===== src/rtl/clk_div_pkg.sv =====
// Shared constants, channel mode encoding and divisor helpers for the
// multi-channel synchronous clock divider.
package clk_div_pkg;

  localparam int unsigned DIV_W_DEF   = 8;
  localparam int unsigned NUM_CH_DEF  = 4;
  localparam int unsigned DIV_RST_DEF = 2;

  typedef enum logic [1:0] {
    CH_OFF   = 2'd0,
    CH_EVERY = 2'd1,
    CH_DIV   = 2'd2
  } ch_mode_e;

  // ceil(d/2), one bit wider than the operand so d = all-ones cannot wrap.
  function automatic logic [32:0] div_half_up(input logic [31:0] d);
    return ({1'b0, d} + 33'd1) >> 1;
  endfunction

  function automatic ch_mode_e div_mode(input logic [31:0] d);
    if (d == 32'd0) return CH_OFF;
    if (d == 32'd1) return CH_EVERY;
    return CH_DIV;
  endfunction

endpackage


===== src/rtl/clk_div_channel.sv =====
// One divider channel: period counter with active/shadow divisor, registered
// divided clock and per-period tick. Ratio changes land only on period boundaries.
module clk_div_channel
  import clk_div_pkg::*;
#(
  parameter int unsigned DIV_W   = DIV_W_DEF,
  parameter int unsigned DIV_RST = DIV_RST_DEF
) (
  input  logic             clk_hf,
  input  logic             reset,
  input  logic             wr_i,
  input  logic [DIV_W-1:0] wdata_i,
  input  logic             sync_i,
  output logic             clk_div_o,
  output logic             tick_o,
  output logic             pend_o
);

  logic [DIV_W-1:0] cnt_q, cnt_d;
  logic [DIV_W-1:0] act_q, act_d;
  logic [DIV_W-1:0] shd_q, shd_d;
  logic             pend_q, pend_d;
  logic             clk_div_q, clk_div_d;
  logic             tick_q, tick_d;
  logic             at_bnd;
  logic             restart;
  logic [DIV_W:0]   half_d;
  ch_mode_e         mode_d;

  always_comb begin
    at_bnd  = (act_q <= DIV_W'(1)) || (cnt_q == act_q - DIV_W'(1));
    restart = sync_i || at_bnd;
    cnt_d   = cnt_q;
    act_d   = act_q;
    shd_d   = shd_q;
    pend_d  = pend_q;
    if (restart) begin
      cnt_d = '0;
      if (wr_i) begin
        act_d  = wdata_i;
        shd_d  = wdata_i;
        pend_d = 1'b0;
      end else if (pend_q) begin
        act_d  = shd_q;
        pend_d = 1'b0;
      end
    end else begin
      cnt_d = cnt_q + DIV_W'(1);
      if (wr_i) begin
        shd_d  = wdata_i;
        pend_d = 1'b1;
      end
    end
  end

  // Outputs are decoded from the next counter/divisor so the flops line up
  // with the counter value of the cycle they are visible in.
  always_comb begin
    mode_d    = div_mode(32'(act_d));
    half_d    = (DIV_W+1)'(div_half_up(32'(act_d)));
    clk_div_d = 1'b0;
    tick_d    = 1'b0;
    if (!sync_i) begin
      case (mode_d)
        CH_EVERY: tick_d = 1'b1;
        CH_DIV: begin
          clk_div_d = ({1'b0, cnt_d} >= half_d);
          tick_d    = (cnt_d == act_d - DIV_W'(1));
        end
        default: begin
          clk_div_d = 1'b0;
          tick_d    = 1'b0;
        end
      endcase
    end
  end

  always_ff @(posedge clk_hf) begin
    if (reset) begin
      cnt_q     <= '0;
      act_q     <= DIV_W'(DIV_RST);
      shd_q     <= DIV_W'(DIV_RST);
      pend_q    <= 1'b0;
      clk_div_q <= 1'b0;
      tick_q    <= 1'b0;
    end else begin
      cnt_q     <= cnt_d;
      act_q     <= act_d;
      shd_q     <= shd_d;
      pend_q    <= pend_d;
      clk_div_q <= clk_div_d;
      tick_q    <= tick_d;
    end
  end

  assign clk_div_o = clk_div_q;
  assign tick_o    = tick_q;
  assign pend_o    = pend_q;

endmodule


===== src/rtl/clk_divider_multi.sv =====
// N-channel fully synchronous clock divider on clk_hf: config-write decode
// and one clk_div_channel per channel, all sharing the sync restart.
module clk_divider_multi
  import clk_div_pkg::*;
#(
  parameter  int unsigned NUM_CH  = NUM_CH_DEF,
  parameter  int unsigned DIV_W   = DIV_W_DEF,
  parameter  int unsigned DIV_RST = DIV_RST_DEF,
  localparam int unsigned CH_W    = (NUM_CH > 1) ? $clog2(NUM_CH) : 1
) (
  input  logic              clk_hf,
  input  logic              reset,
  input  logic              cfg_we,
  input  logic [CH_W-1:0]   cfg_ch,
  input  logic [DIV_W-1:0]  cfg_div,
  input  logic              sync,
  output logic [NUM_CH-1:0] clk_div,
  output logic [NUM_CH-1:0] tick,
  output logic [NUM_CH-1:0] pending
);

  logic [NUM_CH-1:0] wr;

  // Selects at or above NUM_CH match no channel and are dropped.
  always_comb begin
    wr = '0;
    for (int unsigned i = 0; i < NUM_CH; i++) begin
      wr[i] = cfg_we && (32'(cfg_ch) == i);
    end
  end

  for (genvar g = 0; g < NUM_CH; g++) begin : g_ch
    clk_div_channel #(
      .DIV_W   (DIV_W),
      .DIV_RST (DIV_RST)
    ) u_ch (
      .clk_hf    (clk_hf),
      .reset     (reset),
      .wr_i      (wr[g]),
      .wdata_i   (cfg_div),
      .sync_i    (sync),
      .clk_div_o (clk_div[g]),
      .tick_o    (tick[g]),
      .pend_o    (pending[g])
    );
  end

endmodule

===== config.mk =====
export PLATFORM = sky130hd
export DESIGN_NAME = clk_divider_multi
export DESIGN_NICKNAME = d
export VERILOG_FILES = /design/src/rtl/clk_div_pkg.sv /design/src/rtl/clk_div_channel.sv /design/src/rtl/clk_divider_multi.sv
export SDC_FILE = /design/constraint.sdc
export NUM_CORES = 1
export LEC_CHECK = 0
export ABC_CLOCK_PERIOD_IN_PS = 8100
export CAP_MARGIN = 0
export CORE_ASPECT_RATIO = 1.4
export CORE_MARGIN = 2
export CORE_UTILIZATION = 60
export CTS_BUF_LIST = sky130_fd_sc_hd__clkbuf_8 sky130_fd_sc_hd__clkbuf_16
export DETAILED_ROUTE_END_ITERATION = 10
export PLACE_DENSITY_LB_ADDON = 0.08
export SLEW_MARGIN = 5
export SYNTH_ARGS = -nofsm -noshare
export SYNTH_HDL_FRONTEND = slang
export SYNTH_HIERARCHICAL = 1
export SYNTH_SLANG_ARGS = --single-unit

===== constraint.sdc =====
create_clock -name clk_hf -period 8.1 [get_ports clk_hf]
set_input_delay 1.62 -clock clk_hf [delete_from_list [all_inputs] [get_ports clk_hf]]
set_output_delay 1.62 -clock clk_hf [all_outputs]
set_load 0.02 [all_outputs]

Yosys cells after proc, flatten, opt, wreduce, memory -nomap -nowiden
Cells that the tools add are included.
Widths: inputs -> output; s select.
Word-level totals
  input port bits: 14
  register bits after elaboration: 108
  logic and storage cells: 149
Cells by class
  equal/unequal tests: 23
  add/sub/neg operators: 16
  muxes and demuxes: 48
  reduce and logical (&&, ||, !) cells: 26
  magnitude comparators: 8
  bitwise gates (word level): 4
Operator list (number)
  $mux 8: 16
  $eq 8x8->1: 8
  $sub 8x1->8 const B: 8
  $add 8x1->9 const B: 4
  $ge 8x9->1: 4
  $add 8x1->8 const B: 4
  $eq 8x1->1 const B: 4
  $le 8x1->1 const B: 4
  $logic_not 8->1: 4
  $mux 2: 16
  $eq 2x2->1 const B: 6
  $mux 1: 12
  $reduce_or 3->1: 4
  $eq 2x1->1 const B: 5
  $reduce_or 2->1: 5
  $logic_or 1x1->1: 8
  $pmux 1 s2: 4
  $logic_and 1x1->1: 4
  $not 1->1: 4
  $logic_not 2->1: 1

Longest topological paths before layout
Gate-level depths: netlist (run 1).
  depth in word-level cells: 13
  gate-level depth with buffers: 24
  gate-level depth less buffers: 22

Modules after synthesis
Netlist (run 1), hierarchy kept.
By module, submodules not included
  clk_div_channel (g_ch[0].u_ch ...): instances 2, sequential area each 540.5 um2, area an instance 2299.7 um2, cells each 287
  clk_div_channel (g_ch[3].u_ch): instances 1, sequential area each 540.5 um2, area an instance 2392.3 um2, cells each 298
  clk_div_channel (g_ch[1].u_ch): instances 1, sequential area each 540.5 um2, area an instance 2307.2 um2, cells each 294
  clk_divider_multi: instances 1, sequential area each 0.0 um2, area an instance 37.5 um2, cells each 4

Worst setup path after synthesis (run 1)
OpenSTA, ideal clock, no wires.
  path type: input to register
  from: input cfg_we
  to: register g_ch[3].u_ch.clk_div_q
  arrival: 4.746 ns
  setup time: 0.116 ns
  setup slack: 3.238 ns
  stages: 19
  path buffers: 2
  cells stage by stage: and3_2 > clkbuf_1 > buf_1 > o21a_1 > a21oi_1 > a21oi_1 > inv_1 > ha_1 > inv_1 > xnor2_1 > ha_1 > a21o_1 > a21o_1 > a21o_1 > a21o_1 > a21o_1 > a21o_1 > a21oi_1 > and3b_1
Between the ends
  word-level cells in the longest chain between the ends: 11
  elaborated cells on any way between the ends: 16
  classes of those cells: add/sub (1); order compare (1); eq/ne (2); mux (8); bitwise (1); reduce/logical (3)
Ends and longest elaborated chain
  start, declared: RTL line clk_divider_multi.sv:13  | input logic cfg_we,
  $logic_and 1x1->1 (*): RTL line clk_divider_multi.sv:28  | wr[i] = cfg_we && (32'(cfg_ch) == i);
  $mux 8 (*): RTL line clk_div_channel.sv:39  | if (wr_i) begin
  $mux 8 (*): RTL line clk_div_channel.sv:37  | if (restart) begin
  named net g_ch[3].u_ch.act_d[0]: RTL line clk_div_channel.sv:20  | logic [DIV_W-1:0] act_q, act_d;
  branches (longest 8 deep; another with $add 8x1->9)
  end signal, assigned: RTL line clk_div_channel.sv:91  | clk_div_q <= clk_div_d;
  end, declared: RTL line clk_div_channel.sv:23  | logic clk_div_q, clk_div_d;
Mark *: on every way through the listed nets, which the timed path passes. The select of a mux whose other input is x is not followed.
A chain may end at the register's enable or synchronous reset.

Final worst setup path (run 1)
  from: input sync
  to: register g_ch[0].u_ch.clk_div_q
Between the ends
  word-level cells in the longest chain between the ends: 10
  elaborated cells on any way between the ends: 16
  classes of those cells: add/sub (1); order compare (1); eq/ne (2); mux (8); bitwise (1); reduce/logical (3)
Ends and longest elaborated chain
  start, declared: RTL line clk_divider_multi.sv:16  | input logic sync,
  $logic_or 1x1->1 (*): RTL line clk_div_channel.sv:32  | restart = sync_i || at_bnd;
  $mux 8 (*): RTL line clk_div_channel.sv:37
  named net g_ch[0].u_ch.act_d[1]: RTL line clk_div_channel.sv:20
  branches (longest 8 deep; another with $add 8x1->9)
  end signal, assigned: RTL line clk_div_channel.sv:91
  end, declared: RTL line clk_div_channel.sv:23
Marks and branches as above.

==> impl_results.md, run 1 <==
- Status: finished clean
- Grt total ovfl: 0
- Core outline area: between 0.015 and 0.02 mm^2
- Startpoint Class: primary input
- FP Rows: 53
- Setup violators final: 0
- Final hold viol count: 0
- WHS: around 0.47 ns
- Power per Cell Area: 168 mW/mm^2
- Ranking of synthesized cells by area: dfxtp_1 (23%), ha_1 (7.5%), nor2_1 (6.0%)
- CTS buffer count: 9
- Max-slew headroom: 37.1%
- Final period util: between 70% and 80%
- Sequential area share after synthesis: a little under a quarter
- Syn nets: approximately 1.2k
- Setup Fix Bufs, Post-CTS: 0
- Crit path capture type: register
- CTS tree: done
- Nets: around 1.2k
- Reg power frac: roughly 36%
- Fraction of registers with async set/reset: 0%
- Placed insts: around 1.3k
- Mapped Cells: 1,170
- Non-filler cells, final: ~1.4k
- Sw Share: about a third
- EDFF count, synth: 0
- Cell area after synthesis: between 0.009 and 0.01 mm^2
- Crit-path cells: clkdlybuf4s50_1 -> buf_4 -> or3_1 -> o32ai_1 -> nor2_1 -> buf_4 -> a31oi_1 -> o211ai_1 -> inv_1 -> ha_1 -> ha_1 -> nand2b_1 -> a21o_1 -> a21o_1 -> a21o_1 -> a21o_1 -> a21o_1 -> a21oi_1 -> nor2b_1 -> o21ai_0 -> nor2_1
- First-pass GRT wire length: 38.6 mm
- Die Ht: around 150 um
- DRC: 0
- Die width: between 100 and 150 um
- Worst path arrival time: slightly above 6 ns
- Number of distinct library cells after synthesis: slightly above 100
- WS Path Type: in -> reg
- Post-route antenna net violation count: 0
- Port-buffer cells: 25
- FF+latch count, synth: roughly 110
- FMAX: 168 MHz
- Vias in the first global route: between 7k and 8k
- HP Class: reg -> reg
- Clock Pin Slew Worst Setup and Hold Paths: about 0.080 ns
- Area grow syn2layout: 6.33%
- Most frequent cell after synthesis: nor2_1
- Crit path largest cell delay: 0.81 ns
- Gpl congestion: around 0.94
- DRT Pass-1 Iters: 5
- Total Power: ~1.7 mW
- Bufs on Longest Clock Path: 2
- Crit path max fanout: 19
- Int Pwr: about 1.1 mW
- Final setup margin: 2.16 ns
- Initial DRC count: a little under 500
- CP max stage cell: clkdlybuf4s50_1
- Die Area: between 0.015 and 0.02 mm^2
- Fillcell total: between 1k and 1.5k
- Root Driver: clkbuf_16
- Antenna violations before repair: 0
- Leak: 3.85 nW
- Fin Setup TNS: 0 ns
- Combinational share of power: a little over a third
- Clk Latency, worst-skew pair: about 0.36 ns
- Post-cts sizing count: 0
- Most used DFF post-synth: dfxtp_1
- IR drop worst, VDD: around 0.090 mV
- Clock Skew: approximately 0.011 ns
- Clk pwr share: between 20% and 30%
- Yosys top cell area share: 23.2%
- Switch Pwr: 0.576 mW
- Synth area leader: dfxtp_1
- Mean number of vias per cell: roughly 6.3
- Fin util: between 60% and 70%
- Least-Margin Pin Slew: a little over 0.9 ns
- Initial Util: about 62%
- Most frequent CP cell: a21o_1
- Largest net degree at the start of global routing: 77
- Layout cell share with drive strength beyond 1: under 10%
- Unrepaired setup endpoints after global routing: false
- Final wirelength: between 20 and 25 mm
- Avg WL per Cell: 17.4 um
- Final Max Tran Viols: 0
- Placed wire-length estimate: 17.5 mm
- Post-Place Cell Area: a little under 0.01 mm^2
- Io pins: 26
- Vias post-DR: approximately 8.5k
- Dpl ws: ~1.8 ns
- Critical Path RT: around 8.4 ns
- Post-synth top cells: nor2_1 (148), dfxtp_1 (108), nand2_1 (79), a21oi_1 (64), xnor2_1 (63)
- Synth Warn #: 6
- Design area: between 0.009 and 0.01 mm^2
- Period minus WS final: about 6 ns
- Antenna cell count: 0
- Max-cap violations: 0
- GRT Resource Usage Total: 29.1%
- Avg Cell Area, Syn: between 7 and 8 um^2
- Clock sinks: roughly 110
- # H-tree levels: 3
- Cts-stage hold buffer count: 0
## critical path: cells and delay by family
family,cells,cell delay (ns)
buf+inv,4,1.55
simple gates,5,0.70
compound gates,10,1.77
fa+ha+maj,2,0.55
## routing by layer
layer | vias up | share of wire (%) | track usage [%]
met5 | - | 0 | 0
met4 | 0 | 3.2 | 11.1
met3 | 63 | 4.8 | 4.58
met2 | 267 | 48 | 49.1
met1 | 3981 | 44 | 36.9
li1 | 4201 | - | -
## power groups by stage
stage,combinational [mW],sequential (mW),clock [mW]
after floorplan,0.472,0.591,0
after global placement,0.577,0.602,0
after detailed placement,0.585,0.602,0
after CTS,0.588,0.590,0.488
after global routing,0.656,0.595,0.507
final,0.592,0.591,0.481
## sequential cells by signal (all words and copies together), names as in the netlist
name and cells:
g_ch.u_ch/act_q 32, g_ch.u_ch/cnt_q 32, g_ch.u_ch/shd_q 32, g_ch.u_ch/clk_div_o 4, g_ch.u_ch/pend_o 4, g_ch.u_ch/tick_o 4
## logic make-up (layout without fill, tap and decap cells)
kind of cell,Yosys count,count (layout),share of synthesized area (%)
AOI/OAI and AO/OA,287,287,23.4
xor gates and xnor gates,112,112,11.3
buffers and inverters,101,95,4.69
muxes,34,34,3.85
and+or+nand+nor,472,472,26.1
adders and majority gates,56,56,7.50
DFF,108,108,23.2
## cells in the final DEF, fill, tap and decap left out, types with 28 or more instances in the layout
cell,synthesis,layout
nand3_1,39,39
xnor2_1,63,63
ha_1,56,56
inv_1,47,48
nor3_1,46,46
xor2_1,42,42
dfxtp_1,108,108
mux2i_1,28,28
nor2_1,148,148
nand2_1,79,79
a21oi_1,64,64
## final timing paths
| check | start | to | slack [ns] | cells after the start |
|---|---|---|---|---|
| setup / recovery | sync | g_ch[0].u_ch/clk_div_o | 2.16 | 21 |
| hold / removal | g_ch[0].u_ch/shd_q[3] | g_ch[0].u_ch/shd_q[3] | 0.47 | 2 |
| setup reg to reg | g_ch[2].u_ch/act_q[0] | g_ch[2].u_ch/clk_div_o | 2.94 | 23 |
| hold reg to reg | g_ch[0].u_ch/shd_q[3] | g_ch[0].u_ch/shd_q[3] | 0.47 | 2 |
## final cells by class
type	instances	area, um^2	area share, %
Multi-Input combinational cell	961	6740	67.9
Sequential cell	108	2160	21.8
Timing Repair Buffer	31	290	2.92
Tap cell	192	240	2.42
Clock buffer	10	239	2.41
Inverter	48	180	1.81
Clock inverter	6	78.8	0.794
Power figures use the tool's default switching activity.
==> inputs of run 2 (changes only) <==
Settings changed: ABC_CLOCK_PERIOD_IN_PS 8100 to 4800, CORE_UTILIZATION 60 to 57.
Clock period 8.1 ns to 4.8 ns, I/O delays scaled along.
==> impl_results.md, run 2 (synthesis results as in run 1) <==
- Status: finished clean
- Final hold viol count: 0
- FP Rows: 55
- Leading registers by flop count: g_ch.u_ch/act_q x32, g_ch.u_ch/cnt_q x32, g_ch.u_ch/shd_q x32
- Crit-path cells: buf_4 -> or4_4 -> o221ai_2 -> nand2_2 -> o211ai_2 -> a21oi_1 -> a22o_1 -> nor2_1 -> inv_1 -> ha_1 -> inv_1 -> xnor2_1 -> ha_1 -> a21o_1 -> a21o_1 -> a21o_1 -> a21o_1 -> a21o_1 -> a21o_1 -> a21oi_1 -> and3b_1
- HP Class: reg -> reg
- Final Max Tran Viols: 0
- Max-slew headroom: between 20% and 30%
- Crit path largest cell delay: ~0.56 ns
- Clock Pin Slew Worst Setup and Hold Paths: roughly 0.070 ns
- Post-Place Cell Area: 0.0102 mm^2
- IR drop worst, VDD: 0.190 mV
- Switch Pwr: between 1 and 1.5 mW
- First-pass GRT wire length: ~42 mm
- Root Driver: clkbuf_16
- Die width: ~110 um
- Io pins: 26
- Least-Margin Pin Slew: 1.04 ns
- Clk Latency, worst-skew pair: approximately 0.36 ns
- FMAX: roughly 220 MHz
- Vias in the first global route: between 8k and 9k
- Die Ht: 155 um
- Critical Path RT: between 5 and 6 ns
- Unrepaired setup endpoints after global routing: false
- Total Power: about 2.9 mW
- Gpl congestion: 0.939
- Area grow syn2layout: 12.9%
- Startpoint Class: register
- Period minus WS final: about 4.6 ns
- DRT Pass-1 Iters: 7
- Cts-stage hold buffer count: 0
- Final wirelength: around 25 mm
- Initial DRC count: around 580
- Clk pwr share: 28.3%
- Reg2reg setup slack: between 0.2 and 0.25 ns
- Vias post-DR: 8,749
- Nets: roughly 1.3k
- Crit-path leading delay family: compound AO/OA/AOI/OAI gates
- Crit path max fanout: 7
- CTS buffer count: 9
- Clock sinks: between 100 and 150
- Max-cap violations: 0
- # H-tree levels: 3
- Die Area: around 0.017 mm^2
- WS Path Type: reg -> reg
- DRC: 0
- Crit path capture type: register
- Clock Skew: 0.0113 ns
- Reg power frac: roughly a third
- GRT Resource Usage Total: between 20 and 30%
- Mean number of vias per cell: roughly 6
- Most common cell after layout, fill and taps aside: nor2_1
- Avg WL per Cell: ~17 um
- Fin util: between 60 and 70%
- Sw Share: a little over a third
- Fin Setup TNS: 0 ns
- Post-route antenna net violation count: 0
- Antenna cell count: 0
- Layout cell share with drive strength beyond 1: around 14%
- Port-buffer cells: 25
- Combinational share of power: around 38%
- CP bufs+invs: 3
- Largest net degree at the start of global routing: 55
- Power per Cell Area: roughly 280 mW/mm^2
- Fillcell total: roughly 1.5k
- Core outline area: roughly 0.016 mm^2
- Most frequent CP cell: a21o_1
- Design area: approximately 0.011 mm^2
- Leak: around 4.2 nW
- Initial Util: around 58%
- CP max stage cell: or4_4
- Most frequent cells in the layout: nor2_1 (147), dfxtp_1 (108), nand2_1 (79)
- Grt total ovfl: 0
- Setup violators final: 0
- Placed wire-length estimate: ~19 mm
- Antenna violations before repair: 0
- Final period util: between 90% and 100%
- Bufs on Longest Clock Path: 2
- Worst path arrival time: slightly below 5 ns
- Int Pwr: 1.90 mW
- CTS tree: done
[run 2: cell types whose count changed in the layout (fill, tap and decap cells not counted), sizes merged]
cell	delta
buf	+73
clkbuf	-1
clkinv	-2
inv	+1
clkinvlp	+2
[run 2: path summary, 6_finish.rpt]
| check | from | endpoint | cells past startpoint |
|---|---|---|---|
| hold reg to reg | g_ch[0].u_ch/shd_q[3] | g_ch[0].u_ch/shd_q[3] | 2 |
| setup reg to reg | g_ch[3].u_ch/act_q[1] | g_ch[3].u_ch/clk_div_o | 21 |
| hold / removal | g_ch[0].u_ch/shd_q[3] | g_ch[0].u_ch/shd_q[3] | 2 |
| setup / recovery | g_ch[3].u_ch/act_q[1] | g_ch[3].u_ch/clk_div_o | 21 |
[run 2: final cells by class]
class                           count  area, um^2  area share, %
Multi-Input combinational cell    961        6750           64.0
Sequential cell                   108        2160           20.5
Timing Repair Buffer              104         876           8.31
Tap cell                          199         249           2.36
Clock buffer                        9         225           2.14
Inverter                           48         180           1.71
Clock inverter                      7        97.6          0.926
[run 2: timing repair]
item,in CTS,in global routing
setup buffers,0,2
gates resized for setup,0,3
endpoints found under the setup margin,0,2
[run 2: power groups by stage]
stage | sequential (mW) | clock (mW) | combinational [mW]
2_1_floorplan | 0.997 | 0 | 0.797
3_3_place_gp | 1.01 | 0 | 1.08
3_5_place_dp | 1.01 | 0 | 1.09
4_1_cts | 0.988 | 0.846 | 1.09
5_1_grt | 0.994 | 0.880 | 1.21
6_report | 0.988 | 0.826 | 1.11
[run 2: worst reg2reg max path: stages, from the launching register on]
cell      delay (ns)
dfxtp_1         0.37
buf_4           0.17
or4_4           0.56
o221ai_2        0.19
nand2_2         0.10
o211ai_2        0.36
a21oi_1         0.16
a22o_1          0.23
nor2_1          0.22
inv_1           0.08
ha_1            0.18
inv_1           0.09
xnor2_1         0.14
ha_1            0.26
a21o_1          0.16
a21o_1          0.16
a21o_1          0.16
a21o_1          0.17
a21o_1          0.17
a21o_1          0.16
a21oi_1         0.19
and3b_1         0.20
[run 2: per-stage QoR]
step           worst slack (ns)  hold WS [ns]  cells
6_report                  0.220         0.465   1436
5_1_grt                 0.00420         0.483   1436
2_1_floorplan             0.245         0.436   1170
4_1_cts                   0.173         0.464   1434
3_3_place_gp            -0.0469         0.446   1418
3_5_place_dp            -0.0473         0.452   1418
[run 2: metal layers]
layer / share of wire (%) / track usage, % / vias to the layer above
met5: 0 / 0 / -
met4: 3.9 / 14.2 / 0
met3: 3.8 / 3.08 / 68
met2: 49 / 50.7 / 245
met1: 43 / 36.0 / 4087
li1: - / - / 4349
==> inputs of run 3 (changes only) <==
==> constraint.sdc (replaced) <==
create_clock -name clk_hf -period 4.8 [get_ports clk_hf]
set_input_delay 1.44 -clock clk_hf [delete_from_list [all_inputs] [get_ports clk_hf]]
set_output_delay 1.44 -clock clk_hf [all_outputs]
set_load 0.02 [all_outputs]
==> impl_results.md, run 3 (synthesis results as in run 1) <==
- Status: finished clean
- Int Pwr: just under 2 mW
- Clock sinks: roughly 110
- Worst path arrival time: 4.90 ns
- Crit path max fanout: 8
- Worst r2r src: g_ch[3].u_ch/act_q[1]
- Reg power frac: between 30% and 40%
- Startpoint Class: primary input
- Dpl ws: -0.371 ns
- Crit path capture type: register
- Clk pwr share: between 20 and 30%
- HP Class: reg -> reg
- IR drop worst, VDD: about 0.24 mV
- DRT Pass-1 Iters: 4
- CTS tree: done
- Met2 WL post-DR: between 10 and 15 mm
- Avg WL per Cell: roughly 18 um
- Final wirelength: 27.3 mm
- Layout cell share with drive strength beyond 1: about 22%
- Most common cell after layout, fill and taps aside: buf_4
- Grt total ovfl: 0
- Met3 Wirelength: 1.01 mm
- Hold path start: g_ch[2].u_ch/shd_q[3]
- Clock Pin Slew Worst Setup and Hold Paths: 0.08 ns
- Antenna violations before repair: 0
- Final hold viol count: 0
- Least-Margin Pin Slew: just over 0.9 ns
- Clk Latency, worst-skew pair: roughly 0.36 ns
- DRC: 0
- Gpl congestion: 0.949
- Critical Path Start: cfg_ch[0]
- Max-slew headroom: 38.8%
- CTS buffer count: 9
- FMAX: roughly 210 MHz
- Unrepaired setup endpoints after global routing: false
- Antenna cell count: 0
- Initial Util: between 50% and 60%
- Sw Share: 35.5%
- Total Power: about 3 mW
- Io pins: 26
- Power per Cell Area: 265 mW/mm^2
- Mean number of vias per cell: 6.08
- Final setup margin: 0.144 ns
- GRT Resource Usage Total: roughly 31%
- Period minus WS final: around 4.7 ns
- Most frequent cells in the layout: buf_4 (170), nor2_1 (145), dfxtp_1 (107)
- Max-cap violations: 0
- First-pass GRT wire length: 44.6 mm
- Design area: around 0.011 mm^2
- Critical Path RT: between 5 and 6 ns
- WS Path Type: in -> reg
- Core outline area: approximately 0.016 mm^2
- Switch Pwr: 1.07 mW
- Vias post-DR: just over 9k
- Die Ht: between 150 and 200 um
- Cts-stage hold buffer count: 0
- Final period util: 97.0%
- Uppermost layer routed: met4
- Post-Place Cell Area: 0.0109 mm^2
- Leading registers by flop count: g_ch.u_ch/act_q x32, g_ch.u_ch/cnt_q x32, g_ch.u_ch/shd_q x32
- Largest net degree at the start of global routing: 61
- Root Driver: clkbuf_16
- Initial DRC count: 608
- Die width: approximately 110 um
- Area grow syn2layout: 21.9%
- Vias in the first global route: 9,146
- Post-route antenna net violation count: 0
- Bufs on Longest Clock Path: 2
- # H-tree levels: 3
- FP Rows: between 50 and 60
- Clock Skew: around 0.011 ns
- Final Max Tran Viols: 0
- Setup violators final: 0
- Met1 Wirelength: between 10 and 15 mm
- Port-buffer cells: 25
- Combinational share of power: between 40% and 50%
- Leak: 4.68 nW
- Fillcell total: about 1.4k
- Die Area: 0.0174 mm^2
- Nets: ~1.4k
- Placed wire-length estimate: between 20 and 25 mm
==> run 3: changes by cell type in the layout (fill, tap and decap cells not counted), sizes merged <==
cell | previous run | this run
dlymetal6s2s | 0 | 1
clkdlybuf4s50 | 24 | 23
buf | 80 | 173
clkinvlp | 2 | 3
clkinv | 2 | 1
clkbuf | 9 | 11
bufinv | 2 | 1
==> run 3: layout make-up <==
class,instances,area [um^2],area share [%]
multi-input combinational,961,6900,60.6
timing repair buffer,198,1590,14.0
inverter,48,180,1.58
tap,199,249,2.19
sequential,108,2160,19.0
clock inverter,6,65.1,0.572
clock buffer,10,239,2.10
==> run 3: layer usage <==
metal	up-vias	global-route usage, %
met4	0	13.9
met3	86	3.39
met5	-	0
met1	4431	37.3
met2	260	55.8
li1	4526	-
==> run 3: metrics by stage <==
step	TNS, ns	util, %	hold WS (ns)	cells
5_1_grt	0	70.7	0.489	1530
6_report	0	70.7	0.463	1530
3_3_place_gp	-0.953	67.4	0.444	1509
2_1_floorplan	0	-	0.436	1170
3_5_place_dp	-1.24	67.4	0.454	1509
4_1_cts	0	69.4	0.466	1525
==> run 3: power groups by stage <==
stage / sequential [mW] / clock (mW) / combinational, mW
final: 0.994 / 0.783 / 1.24
after global routing: 1.00 / 0.824 / 1.36
after floorplan: 0.997 / 0 / 0.797
after global placement: 1.01 / 0 / 1.16
after detailed placement: 1.01 / 0 / 1.18
after CTS: 0.992 / 0.799 / 1.19
==> run 3: worst paths after layout <==
| kind | slack, ns | depth (start not counted) | to |
|---|---|---|---|
| setup / recovery | 0.14 | 16 | g_ch[3].u_ch/clk_div_o |
| setup reg to reg | 0.32 | 20 | g_ch[3].u_ch/clk_div_o |
| hold reg to reg | 0.46 | 2 | g_ch[2].u_ch/shd_q[3] |
| hold / removal | 0.46 | 2 | g_ch[2].u_ch/shd_q[3] |
==> run 3: worst max-delay path, stage by stage <==
cell and delay, ns:
clkdlybuf4s50_1 0.42, buf_4 0.15, and3_4 0.22, nand2b_1 0.16, o2bb2a_1 0.30, o211ai_1 0.12
nor3b_1 0.10, mux2_2 0.33, nor3_1 0.17, or3b_1 0.42, xnor2_2 0.15, ha_1 0.28
a21o_1 0.16, a21o_1 0.16, a21oi_1 0.13, and3b_1 0.19
==> run 3: repair_timing <==
item / in CTS / in global routing
gates resized for setup: 2 / 36
buffers inserted: 0 / 4
gates cloned: 0 / 1
setup endpoints to repair: 1 / 4
pin swaps: 0 / 10
